**src/rtl/nlprg_n_pkg.sv**
```systemverilog
// rtl/nlprg_n_pkg.sv - shared limits and default primitive feedback masks for nlprg_n
package nlprg_n_pkg;

  localparam int NLPRG_N_MIN = 3;
  localparam int NLPRG_N_MAX = 32;

  // Bit i set => state bit i feeds the XOR; every mask is a primitive polynomial.
  function automatic logic [31:0] nlprg_taps(input int n);
    case (n)
      3:       return 32'h0000_0006;
      4:       return 32'h0000_000C;
      5:       return 32'h0000_0014;
      6:       return 32'h0000_0030;
      7:       return 32'h0000_0060;
      8:       return 32'h0000_00B8;
      9:       return 32'h0000_0110;
      10:      return 32'h0000_0240;
      11:      return 32'h0000_0500;
      12:      return 32'h0000_0829;
      13:      return 32'h0000_100D;
      14:      return 32'h0000_2015;
      15:      return 32'h0000_6000;
      16:      return 32'h0000_D008;
      17:      return 32'h0001_2000;
      18:      return 32'h0002_0400;
      19:      return 32'h0004_0023;
      20:      return 32'h0009_0000;
      21:      return 32'h0014_0000;
      22:      return 32'h0030_0000;
      23:      return 32'h0042_0000;
      24:      return 32'h00E1_0000;
      25:      return 32'h0120_0000;
      26:      return 32'h0200_0023;
      27:      return 32'h0400_0013;
      28:      return 32'h0900_0000;
      29:      return 32'h1400_0000;
      30:      return 32'h2000_0029;
      31:      return 32'h4800_0000;
      32:      return 32'h8020_0003;
      default: return 32'h0000_0000;
    endcase
  endfunction

endpackage

```
**src/rtl/nlprg_next.sv**
```systemverilog
// rtl/nlprg_next.sv - combinational next-state of the zero-spliced Fibonacci LFSR
module nlprg_next
  import nlprg_n_pkg::*;
#(
  parameter int             N    = 5,
  parameter logic [N-1:0]   TAPS = N'(nlprg_taps(N))
) (
  input  logic [N-1:0] s,
  output logic [N-1:0] nxt
);

  logic fb;

  // The low-bits-zero term splices 0 in between 100..0 and 00..01.
  assign fb  = (^(s & TAPS)) ^ (s[N-2:0] == '0);
  assign nxt = {s[N-2:0], fb};

endmodule

```
**src/rtl/nlprg_n.sv**
```systemverilog
// rtl/nlprg_n.sv - full-period pseudo-random generator with seed load, stream stepping and period self-check
module nlprg_n
  import nlprg_n_pkg::*;
#(
  parameter int             N    = 5,
  parameter logic [N-1:0]   TAPS = N'(nlprg_taps(N))
) (
  input  logic         ck,
  input  logic         rst_n,
  input  logic         ld,
  input  logic [N-1:0] seed,
  input  logic         rdy,
  output logic [N-1:0] o,
  output logic         vld,
  output logic [N-1:0] cnt,
  output logic         wrap,
  output logic         err
);

  if (N < NLPRG_N_MIN || N > NLPRG_N_MAX || TAPS[N-1] != 1'b1) begin : g_bad_cfg
    $error("nlprg_n: N must be 3..32 and TAPS[N-1] must be set");
  end

  logic [N-1:0] state;
  logic [N-1:0] anchor;
  logic [N-1:0] nxt;

  nlprg_next #(.N(N), .TAPS(TAPS)) u_next (
    .s   (state),
    .nxt (nxt)
  );

  always_ff @(posedge ck or negedge rst_n) begin
    if (!rst_n) begin
      state  <= '0;
      anchor <= '0;
      cnt    <= '0;
      vld    <= 1'b0;
      wrap   <= 1'b0;
      err    <= 1'b0;
    end else begin
      vld  <= 1'b1;
      wrap <= 1'b0;
      if (ld) begin
        state  <= seed;
        anchor <= seed;
        cnt    <= '0;
      end else if (vld && rdy) begin
        state <= nxt;
        // Returning to the anchor must coincide with exactly 2^N accepted steps.
        if (nxt == anchor) begin
          wrap <= 1'b1;
          cnt  <= '0;
          if (cnt != '1) err <= 1'b1;
        end else begin
          cnt <= cnt + 1'b1;
        end
      end
    end
  end

  assign o = state;

endmodule

```
**config.mk**
```make
export PLATFORM = sky130hd
export DESIGN_NAME = nlprg_n
export DESIGN_NICKNAME = d
export VERILOG_FILES = /design/src/rtl/nlprg_n_pkg.sv /design/src/rtl/nlprg_next.sv /design/src/rtl/nlprg_n.sv
export SDC_FILE = /design/constraint.sdc
export NUM_CORES = 1
export LEC_CHECK = 0
export CAP_MARGIN = 20
export CORE_AREA = 5 5 48 50
export DETAILED_ROUTE_END_ITERATION = 10
export DIE_AREA = 0 0 53 55
export GPL_ROUTABILITY_DRIVEN = 0
export PLACE_DENSITY = 0.74
export SYNTH_ARGS = -nofsm -noshare
export SYNTH_HDL_FRONTEND = slang
export SYNTH_SLANG_ARGS = --single-unit
```
**constraint.sdc**
```tcl
create_clock -name ck -period 5.5 [get_ports ck]
set_clock_uncertainty 0.15 [all_clocks]
set_input_delay 1.1 -clock ck [delete_from_list [all_inputs] [get_ports ck]]
set_output_delay 1.1 -clock ck [all_outputs]
set_load 0.05 [all_outputs]
```
After elaboration in Yosys (flattened, before gate mapping)
Index checks and enable logic that the tools add are counted.
- register bits: 18
- output and inout port bits: 13
- bitwise gates (word level): 2
- reductions and logical operators: 5
- add/subtract/negate cells: 1
- multiplexer cells: 8
- equality and inequality tests: 2
- operator list (cell ; number):
    $mux 5 ; 5
    $add 5x1->5 const B ; 1
    $eq 5x5->1 ; 1
    $ne 5x5->1 const B ; 1
    $reduce_xor 5->1 ; 1
    $logic_not 4->1 ; 1
    $reduce_and 4->1 ; 1
    $mux 1 ; 3
    $reduce_bool 2->1 ; 1
    $logic_and 1x1->1 ; 1
    $not 1->1 ; 1
    $xor 1x1->1 ; 1

Logic depth before layout (Yosys ltp)
- depth after elaboration: 6
- gate-level depth with buffers: 5
- gate-level depth less buffers: 5

By module
From an unflattened synthesis, not the netlist that was laid out.
- cells, all modules: 90
- area, all modules: 923.4 um2
- modules (own cells, without submodules) (module ; cells each ; times used ; seq. area each (um2) ; area an instance (um2)):
    nlprg_n ; 80 ; 1 ; 450.4 ; 853.3
    nlprg_next ; 10 ; 1 ; 0.0 ; 70.1

Worst setup path before layout
OpenSTA, ideal clock, no wires.
- path type: input to register
- start: input rdy
- end: register cnt[0]
- data required time: 5.225 ns
- arrival: 1.867 ns
- slack: 3.359 ns
- buffers on the path: 0
- stages on the path: 4
- path through: nand2_1 nor2_1 and2_4 mux2_2
- longest elaborated chain between the ends: 2
- ends and longest elaborated chain (element ; RTL line ; source):
    start, declared ; nlprg_n.sv:12 ; input logic rdy,
    $logic_and 1x1->1 ; nlprg_n.sv:48 ; end else if (vld && rdy) begin
    $reduce_bool 2->1 (no source line) ; - ;
    end signal, assigned ; nlprg_n.sv:56 ; cnt <= cnt + 1'b1;
    end, declared ; nlprg_n.sv:15 ; output logic [N-1:0] cnt,
No other way between the ends.
A chain may end at the register's enable or synchronous reset.

Worst setup path in the final report
- start: register state[2], in the netlist o[2]
- end: output o[2]
- RTL lines (element ; RTL line ; source):
    start, declared ; nlprg_n.sv:24 ; logic [N-1:0] state;
    start signal, assigned ; nlprg_n.sv:49 ; state <= nxt;
    end, declared ; nlprg_n.sv:13 ; output logic [N-1:0] o,
No word-level cell between the ends.

==> metrics.md <==
| Metric | Value |
|---|---|
| Adder and majority gate portion of the synthesized area | `0.0297` |
| Worst path slowest cell | `clkdlybuf4s50_1` |
| All-Layer GR Usage | `0.141` |
| Syn Inst Count | `81` |
| Global-route wire length before repair | `~2800 um` |
| Period minus WS final | `roughly 2.9 ns` |
| Proportion of synthesized chip area in sequential cells | `0.534` |
| Dpl hpwl | `between 1000 and 1500 um` |
| Crit-path cells | `clkdlybuf4s50_1` |
| Final hold violation count | `0` |
| Relative slew margins | `0.467` |
| Average cell area after synthesis | `about 10 um^2` |
| Clock slew seen by the registers of the worst setup and hold paths | `roughly 0.10 ns` |
| Fraction of registers with async set/reset | `1.00` |
| Number of buffers inserted for hold repair after clock tree synthesis | `0` |
| Distinct cell type count after synthesis | `24` |
| Post-Synthesis Cell Area | `843 um^2` |
| Postcts setup bufs | `0` |
| Post-synth net total | `just over 90` |
| Number of synthesized flops with an enable pin | `0` |
| Unrepaired setup endpoints after global routing | `false` |
| Simple-gate area share of the yosys netlist | `0.120` |
| Maximum net fanout on the critical path | `7` |
| Synthesis Warnings | `0` |
| Outcome | `completed` |
| Buffer type at the clock tree root | `clkbuf_4` |
| Fin crit share | `0.521` |
| Proportion of synthesized area in mux cells | `0.0727` |
| Nets | `116` |
| Die Footprint | `slightly below 0.003 mm^2` |
| Post-route ant nets | `0` |
| Most instantiated flip-flop cell in the synthesis netlist | `dfrtp_1` |
| Combined buffer and inverter count along the critical path | `1` |
| Count of buffers from port buffering | `21` |
| Total congestion overflow | `0` |
| Number of vias per cell after detailed routing | `slightly below 5` |
| Synthesis-to-layout area growth | `32.3%` |
| Number of antenna violations at the first check in global routing | `0` |
| Critical path capture point type | `output port` |
| Std-Cell Rows | `16` |
| Lkg Pwr | `around 0.52 nW` |
| Total clock buffers created by CTS | `3` |
| CTS tree | `yes` |
| Via count of the first global-routing pass | `approximately 650` |
| Via total after detailed routing | `649` |
| Routed wire length | `1680 um` |
| Count of antenna diodes in the layout | `0` |
| Required time worst endpoint | `4.25 ns` |
| Number of max-slew violations in the final report | `0` |
| PwrDens | `between 200 and 300 mW/mm^2` |
| Core area | `~0.0019 mm^2` |
| Largest family of logic cells by synthesized area | `compound AO/OA/AOI/OAI gates` |
| Share of layout cells above drive strength 1 | `0.0673` |
| Largest net degree at the start of global routing | `21` |
| Maximum clock insertion buffer count | `2` |
| Die width | `approximately 53 um` |
| Count of maximum capacitance violations | `0` |
| XOR/XNOR Fraction of Synth Area | `0.0623` |
| Transition time at the pin with the least slew margin | `0.797 ns` |
| Hold Crit Class | `flop to flop` |
| CP delay by family, top | `buffers and inverters` |
| Startpoint class of the critical path | `flop` |
| Top-level I/O count | `22` |
| Clock sink count | `18` |
| Largest stage delay, worst path | `about 0.85 ns` |
| Data arrival time at the worst-slack endpoint | `between 1.5 and 2 ns` |
| Gates resized, CTS repair | `0` |
| Final setup violation count | `0` |
| Number of detailed-route iterations in the first pass | `4` |
| Worst-skew pair later-pin latency | `around 0.29 ns` |
| Total negative slack for setup checks | `0 ns` |
| Critical path class | `flop to output port` |
| Count of placed standard cells in the final layout, fillers left out | `around 130` |
| Die outline height | `between 50 and 60 um` |
| Fillers | `about 170` |
| Average routed wire per standard cell | `12.8 um` |
| Initial detailed-routing violation count | `7` |
| Share of Yosys cell area claimed by the top area cell type | `0.534` |
| Placed cell count | `between 100 and 150` |
| Starting density of the core | `0.453` |
| Maximum vdd ir drop | `~130 uV` |
| Number of synthesized register bits | `18` |
| DRC violations left | `0` |
| CTS H-Tree Depth | `1` |
| Post-synthesis compound-gate area fraction | `0.141` |
| Maximum frequency from static timing analysis | `around 350 MHz` |
| Most area-consuming cells after synthesis | `dfrtp_1 (53%), o21ai_0 (7.1%), mux2i_1 (5.9%)` |
| Post-synth top area cell | `dfrtp_1` |
[cell families after synthesis]
family          after synthesis
fa+ha+maj                     2
buf+inv                       8
flops                        18
simple gates                 19
xor+xnor                      6
other cells                   1
compound gates               21
mux                           6
[power breakdown]
part	internal (mW)	switching (mW)
Combinational	0.0342	0.0511
Clock	0.0404	0.0414
Sequential	0.144	0.0117
[flip-flops by register name, indices dropped and copies added (netlist names)]
register  count
anchor        5
cnt           5
o             5
err           1
vld           1
wrap          1
[worst paths after layout]
path                             from        end  slack (ns)  cells after the start
worst max-delay path             o[2]       o[2]        2.63                      1
worst min register to register    err        err        0.32                      1
worst max register to register   o[4]     cnt[0]        3.64                      5
worst min-delay path              err        err        0.32                      1
max in group asynchronous       rst_n       o[2]        3.60                      1
min in group asynchronous       rst_n  anchor[3]        1.11                      1
[through the flow]
step	hold WS, ns	instance area [um^2]	util	power (mW)	worst slack, ns
finish	0.319	1120	0.599	0.323	2.63
global route	0.356	1120	0.599	0.342	2.56
floorplan	0.377	843	-	0.212	3.36
CTS	0.327	1120	0.599	0.327	2.63
global placement	0.291	1080	0.580	0.243	2.72
detailed placement	0.301	1080	0.580	0.244	2.65
[layer usage]
layer / GRT usage / part of all wire / up-vias / wire, um
li1: - / - / 323 / -
met1: 0.158 / 0.44 / 311 / 744
met2: 0.240 / 0.50 / 11 / 847
met3: 0.0268 / 0.022 / 4 / 37
met4: 0.102 / 0.031 / 0 / 53
met5: 0 / 0 / - / 0
[placed cells by master, fill, tap and decap left out]
| cell type | Yosys | routed |
|---|---|---|
| a31oi_1 | 1 | 1 |
| and3_1 | 2 | 2 |
| nor2b_1 | 1 | 1 |
| conb_1 | 1 | 1 |
| clkbuf_4 | 0 | 3 |
| and2_4 | 1 | 1 |
| nand4_1 | 1 | 1 |
| nor3b_1 | 1 | 1 |
| dfrtp_1 | 18 | 18 |
| nor2_1 | 2 | 2 |
| a22o_1 | 2 | 2 |
| clkdlybuf4s50_1 | 0 | 21 |
| or3_1 | 1 | 1 |
| clkbuf_8 | 0 | 1 |
| o21ai_0 | 12 | 12 |
| nor3_1 | 2 | 2 |
| xnor2_1 | 5 | 5 |
| mux2_2 | 1 | 1 |
| nor3_2 | 1 | 1 |
| inv_1 | 6 | 6 |
| xor2_1 | 1 | 1 |
| a21o_1 | 2 | 2 |
| mux2i_1 | 5 | 5 |
| nand2_1 | 7 | 7 |
| a21oi_1 | 4 | 4 |
| ha_1 | 2 | 2 |
[cell usage after synthesis, types with 2 or more instances]
master / count
and3_1: 2
inv_1: 6
xnor2_1: 5
nor2_1: 2
dfrtp_1: 18
ha_1: 2
a21o_1: 2
nor3_1: 2
nand2_1: 7
a21oi_1: 4
a22o_1: 2
o21ai_0: 12
clkbuf_1: 2
mux2i_1: 5
[area by class of cell]
| class | count | area (um^2) | area share |
|---|---|---|---|
| Timing Repair Buffer | 21 | 210 | 0.188 |
| Tap cell | 27 | 33.8 | 0.0303 |
| Clock buffer | 4 | 36.3 | 0.0325 |
| Inverter | 6 | 22.5 | 0.0202 |
| Multi-Input combinational cell | 55 | 363 | 0.325 |
| Sequential cell | 18 | 450 | 0.404 |
Power figures use the tool's default switching activity.
